## src/rtl/sd_spi.sv

```systemverilog
// sd_spi: SPI master (mode 0) for the SD card, with init clocking, byte exchange, CS control and an idle timeout.
module sd_spi #(
  parameter int SPI_DIV        = 32,
  parameter int TIMEOUT_CYCLES = 25_000_000
) (
  input  logic       clock,
  input  logic       reset,
  input  logic       sd_signal,
  input  logic [1:0] sd_cmd,
  input  logic [7:0] sd_out,
  output logic [7:0] sd_din,
  output logic       sd_busy,
  output logic       sd_timeout,
  output logic       spi_cs,
  output logic       spi_sclk,
  output logic       spi_mosi,
  input  logic       spi_miso
);
  localparam int TW = $clog2(TIMEOUT_CYCLES + 1);
  localparam int DW = SPI_DIV > 1 ? $clog2(SPI_DIV) : 1;
  typedef enum logic [1:0] {IDLE, INIT, XFER} state_t;
  state_t state, state_nx;
  logic [DW-1:0] div_cnt;
  logic [7:0] half_cnt, tx, rx;
  logic [TW-1:0] to_cnt;
  logic accept, tick, last;
  assign accept = sd_signal && state == IDLE;
  assign tick = state != IDLE && div_cnt == DW'(SPI_DIV - 1);
  // INIT runs 160 half-periods, XFER runs 16
  assign last = tick && half_cnt == (state == INIT ? 8'd159 : 8'd15);
  always_ff @(posedge clock) state <= reset ? IDLE : state_nx;
  always_comb begin
    state_nx = accept ? (sd_cmd == 2'd0 ? INIT : sd_cmd == 2'd1 ? XFER : IDLE)
                      : (last ? IDLE : state);
  end
  always_comb begin
    sd_busy = state != IDLE;
    sd_timeout = to_cnt == TW'(TIMEOUT_CYCLES);
  end
  always_ff @(posedge clock) begin
    if (reset) begin
      spi_cs <= 1'b1;
      spi_sclk <= 1'b0;
      spi_mosi <= 1'b1;
      sd_din <= 8'hff;
      div_cnt <= '0;
      half_cnt <= '0;
      tx <= '0;
      rx <= '0;
      to_cnt <= '0;
    end else begin
      to_cnt <= accept ? '0 : (sd_timeout ? to_cnt : to_cnt + 1'b1);
      if (accept) begin
        div_cnt <= '0;
        half_cnt <= '0;
        spi_cs <= sd_cmd == 2'd2 ? 1'b0 : (sd_cmd == 2'd1 ? spi_cs : 1'b1);
        spi_mosi <= sd_cmd == 2'd1 ? sd_out[7] : (sd_cmd == 2'd0 ? 1'b1 : spi_mosi);
        tx <= sd_cmd == 2'd1 ? sd_out : tx;
      end else if (state != IDLE) begin
        div_cnt <= tick ? '0 : div_cnt + 1'b1;
        if (tick) begin
          spi_sclk <= ~spi_sclk;
          half_cnt <= half_cnt + 8'd1;
          if (state == XFER) begin
            if (!spi_sclk) rx <= {rx[6:0], spi_miso};
            else if (last) begin
              sd_din <= rx;
              spi_mosi <= 1'b1;
            end else begin
              spi_mosi <= tx[6];
              tx <= {tx[6:0], 1'b0};
            end
          end
        end
      end
    end
  end
endmodule
```

## config.mk

```make
export PLATFORM = sky130hd
export DESIGN_NAME = sd_spi
export DESIGN_NICKNAME = d
export VERILOG_FILES = /design/src/rtl/sd_spi.sv
export SDC_FILE = /design/constraint.sdc
export NUM_CORES = 1
export LEC_CHECK = 0
export ABC_CLOCK_PERIOD_IN_PS = 2500
export CAP_MARGIN = 20
export CORE_MARGIN = 5
export CORE_UTILIZATION = 40
export CTS_CLUSTER_DIAMETER = 100
export DETAILED_ROUTE_END_ITERATION = 12
export SYNTH_ARGS = -nofsm -noshare
export SYNTH_HDL_FRONTEND = slang
export SYNTH_SLANG_ARGS = --single-unit
```

## constraint.sdc

```tcl
create_clock -name clock -period 2.5 [get_ports clock]
set_input_delay 0.375 -clock clock [delete_from_list [all_inputs] [get_ports clock]]
set_output_delay 0.375 -clock clock [all_outputs]
set_load 0.005 [all_outputs]
```

=== Word level (Yosys, flattened, before mapping) ===
Cells that the tools add are included.
Widths: inputs -> output; s select.

* Logic and storage cells: 68
* Bits of input ports: 14
* Register bits: 66
* Output and inout port bits: 13

* Bitwise operators: 2
* Reduce and logical (&&, ||, !) cells: 19
* Eq/ne operators: 11
* Mux-type cells: 23
* Add/sub/neg operators: 3

{| class="wikitable"
|+ Operators by type and width
! operator !! count
|-
| $mux 7 || 7
|-
| $add 25x1->25 const B || 1
|-
| $eq 25x25->1 const B || 1
|-
| $reduce_and 6->1 || 2
|-
| $reduce_bool 2->1 || 6
|-
| $mux 1 || 10
|-
| $reduce_and 5->1 || 2
|-
| $add 8x1->8 const B || 1
|-
| $eq 8x8->1 || 1
|-
| $mux 2 || 4
|-
| $mux 8 || 1
|-
| $add 5x1->5 const B || 1
|-
| $eq 5x5->1 const B || 1
|-
| $mux 5 || 1
|-
| $eq 2x1->1 const B || 2
|-
| $eq 2x2->1 const B || 2
|-
| $logic_not 2->1 || 2
|-
| $ne 2x1->1 const B || 2
|-
| $reduce_and 2->1 || 2
|-
| $logic_and 1x1->1 || 3
|-
| $ne 3x1->1 const B || 1
|-
| $reduce_and 3->1 || 1
|-
| $ne 2x2->1 const B || 1
|-
| $not 1->1 || 2
|-
| $reduce_or 2->1 || 1
|}

=== Depth between registers and ports, before layout ===
* Depth in word-level cells: 10
* Gate-level depth with buffers: 9
* Mapped depth without buffers: 8

=== Worst setup path before layout ===
No wires, ideal clock.

* Kind: register to register
* Start point: register div_cnt[0]
* End point: register half_cnt[7]
* Slack: 0.568 ns
* Required time: 2.429 ns
* Arrival time: 1.861 ns
* Buffers on the path: 2
* Clock period less this slack: 1.932 ns
* Stages on the path, launching flop included: 10
* Setup time: 0.071 ns
* Path through: dfxtp_1 -> ha_1 -> and3_1 -> ha_1 -> buf_2 -> nor2b_4 -> buf_6 -> nand4_1 -> or3_1 -> a21oi_1

* Word-level cells in the longest chain between the ends: 3

{| class="wikitable"
|+ RTL lines
! item !! RTL line !! RTL
|-
| start: declaration || 23 || <nowiki>logic [DW-1:0] div_cnt;</nowiki>
|-
| start signal: assignment || 60 || <nowiki>div_cnt <= tick ? '0 : div_cnt + 1'b1;</nowiki>
|-
| $eq 5x5->1 || 28 || <nowiki>assign tick = state != IDLE && div_cnt == DW'(SPI_DIV - 1);</nowiki>
|-
| $logic_and 1x1->1 || 28 ||
|-
| $reduce_and 2->1 (no source line) || - ||
|-
| end signal: assignment || 63 || <nowiki>half_cnt <= half_cnt + 8'd1;</nowiki>
|-
| end: declaration || 24 || <nowiki>logic [7:0] half_cnt, tx, rx;</nowiki>
|}

No other way between the ends.
A chain may end at the register's enable or synchronous reset.

=== Final worst setup path ===
* Start point: register to_cnt[0]
* End point: output sd_timeout

* Word-level cells in the longest chain between the ends: 1

{| class="wikitable"
|+ RTL lines
! item !! RTL line !! RTL
|-
| start: declaration || 25 || <nowiki>logic [TW-1:0] to_cnt;</nowiki>
|-
| start signal: assignment || 52 || <nowiki>to_cnt <= accept ? '0 : (sd_timeout ? to_cnt : to_cnt + 1'b1);</nowiki>
|-
| $eq 25x25->1 || 38 || <nowiki>sd_timeout = to_cnt == TW'(TIMEOUT_CYCLES);</nowiki>
|-
| end: declaration || 13 || <nowiki>output logic sd_timeout,</nowiki>
|}

No other way between the ends.

==> results.toml <==
[die]
die_w_microns = 97.8
start_util_pct = 40.5
rows = 32
floorplan.core_area_sq_mm = 0.00761
design.die.area_sq_mm = 0.00956
num_io_pins = 27
die_h_microns = 97.8

[placement]
dpl.hpwl_mm = 3.99
io_buffers = 26
place_congestion = 0.784
place_ws_ns = 0.344

[yosys]
synth-async-reset-ratio_pct = 0
synth_edf_count = 0
synthTopCellsByArea = "dfxtp_1 43%, nor2_1 5.2%, xnor2_1 4.8%"
synth.most_common_cell = "dfxtp_1"
synth_top_area_share_pct = 42.9
avgSynthCellArea_sq_um = 9.06
yosysSeqAreaShare_pct = 42.9
synth_top_cell_by_area = "dfxtp_1"
ys_top_cells_by_count = "66 x dfxtp_1, 43 x nor2_1, 25 x nand2_1"
synth_cell_types = 48
synth-seq-cells = 66
syn-num-nets = 359
syn-cell-area_sq_mm = 0.00308
syn-instance-count = 340
ys.flop_type = "dfxtp_1"
ys.warnings.count = 0

[setup_path]
path_cells = "inv_1 -> ha_1 -> nor4bb_1 -> nand4_1 -> nor3_2 -> clkdlybuf4s50_1"
worst-r2r-cell-count = 7
rrSetupSlack_ns = 0.31
path_buf_inv = 2
cp.depth = 6
cp-startpoint = "to_cnt[0]"
r2r-start = "div_cnt[0]"
critPathSlowestCell = "clkdlybuf4s50_1"
crit_end = "sd_timeout"
max_stage_delay_ns = 0.52
critPathMaxFanout = 5
criticalPathCategory = "register to primary output"
timing.rr.end = "half_cnt[7]"
worst_ep_required_time_ns = 2.12
endpoint_kind = "primary output"
path_delay_family = "buffers and inverters"
cp.arrival_ns = 2.01
setup.worst_path.start_class = "register"

[global_route]
grt_max_degree = 39
track_usage_pct = 13.1
antenna_found_initial = 0
grt_pass1_vias = 2270
gr-total-overflow = 0
grt_pass1_wl_mm = 10.6

[timing]
setup_violations = 0
fin_ws_ns = 0.115
clock_skew_ns = 0.00974
whs_ns = 0.482
drv_slew = 0
relSlewSlack_pct = 63.9
hold_viol_final = 0
period_minus_slack_ns = 2.39
fin_crit_sh_pct = 95.4
fmax_ghz = 0.419
max_slew.worst_pin.slew_ns = 0.539

[layout]
finalCoreUtilization_pct = 47.7
n_antenna_cell = 0
drive_above_1_share_pct = 13.9
area_growth_pct = 17.8
finalNetCount = 389

[clock_tree]
cts_resized = 0
ctsHoldBuffers = 0
clock_latency_ns = 0.34
postCtsSetupBuffers = 0
clk_path_buf_depth = 2
cts_tree = "done"
cts_root_buffer = "clkbuf_8"
h-tree-depth = 3
clkSlewWorstSetupHoldPaths_ns = 0.07
numClockSinks = 66
numCtsBuffers = 9

[pwr]
p_leak_uw = 0.00116
power_per_cell_area_mw_per_mm2 = 582
vdd_drop_max_uv = 257

[routing]
via_per_inst = 5.04
drc = 0
wl_per_cell_microns = 12.3
postRouteAntennaNets = 0
firstDrtPassIters = 4
drt-initial-drc-count = 113
vias = 2406
wl_mm = 5.88

[flow_run]
cap_violations = 0

[status]
status = "completed"

[hold_path]
hold_path.class = "register to register"
layout make-up:
| class | instances | area (sq um) |
|---|---|---|
| Fill cell | 738 | 3980 |
| Multi-Input combinational cell | 248 | 1620 |
| Sequential cell | 66 | 1320 |
| Timing Repair Buffer | 34 | 320 |
| Clock buffer | 10 | 138 |
| Tap cell | 102 | 128 |
| Clock inverter | 6 | 65.1 |
| Inverter | 11 | 41.3 |
cell usage in the layout (no fill, tap or decap), drive strengths merged, types with 2 or more instances in the layout:
cell type / Yosys / layout
nor2: 45 / 45
mux2i: 10 / 10
nand2b: 3 / 3
or3: 10 / 10
ha: 5 / 5
xor2: 7 / 7
nor3: 16 / 16
dfxtp: 66 / 66
and3: 3 / 3
nand2: 28 / 28
nor4b: 4 / 4
buf: 10 / 8
or2: 4 / 4
a311oi: 6 / 6
a21oi: 21 / 21
o21ai: 10 / 10
clkdlybuf4s50: 0 / 26
clkbuf: 5 / 10
a211o: 8 / 8
inv: 11 / 12
and2: 2 / 2
xnor2: 17 / 17
clkinv: 0 / 3
or3b: 2 / 2
nor4: 7 / 7
nand4: 10 / 10
nor3b: 2 / 2
nand3: 11 / 11
nor2b: 11 / 11
routing by layer:
layer	GRT usage, %	share of wire [%]	up-vias	wire length [microns]
li1	-	-	1248	-
met4	6.07	1.7	0	101
met3	3.00	4.0	10	236
met1	17.7	50	1111	2950
met5	0	0	-	0
met2	19.8	44	37	2600
how the worst min path moves through the flow:
stage | from | to | slack [ns] | depth (start not counted)
4_1_cts | rx[7] | sd_din[7] | 0.49 | 1
3_3_place_gp | rx[7] | sd_din[7] | 0.45 | 1
2_1_floorplan | rx[7] | sd_din[7] | 0.43 | 1
5_1_grt | rx[7] | sd_din[7] | 0.50 | 1
3_5_place_dp | rx[7] | sd_din[7] | 0.46 | 1
6_report | rx[7] | sd_din[7] | 0.48 | 1
power breakdown:
part | internal [uW] | total (uW) | switching, uW
registers | 1060 | 1080 | 11.6
clock network | 489 | 908 | 419
logic | 59.2 | 129 | 69.8
through the flow:
step / setup TNS [ns] / power (uW) / cells / instance area [sq um]
after detailed placement: 0 / 1230 / 461 / 3420
final: 0 / 2110 / 477 / 3630
after floorplan: 0 / 1180 / 340 / 3080
after CTS: 0 / 2140 / 477 / 3620
after global placement: 0 / 1230 / 461 / 3420
after global routing: -0.0111 / 2210 / 477 / 3630
state kept, by name, summed over array words and instances (netlist names):
| name | cells |
|---|---|
| half_cnt | 8 |
| tx | 7 |
| spi_cs | 1 |
| div_cnt | 5 |
| spi_mosi | 1 |
| state | 2 |
| spi_sclk | 1 |
| sd_din | 8 |
| rx | 8 |
| to_cnt | 25 |
logic make-up after synthesis:
logic type	after synthesis	share of synthesized area (%)
buffers and inverters	26	4.79
AND/OR/NAND/NOR	162	29.2
flip-flops	66	42.9
multiplexers	10	3.37
XOR/XNOR	24	6.82
AO/OA/AOI/OAI	47	10.9
adder cells (fa/ha/maj)	5	2.03
Note: power is estimated with default switching activity, not from simulation.
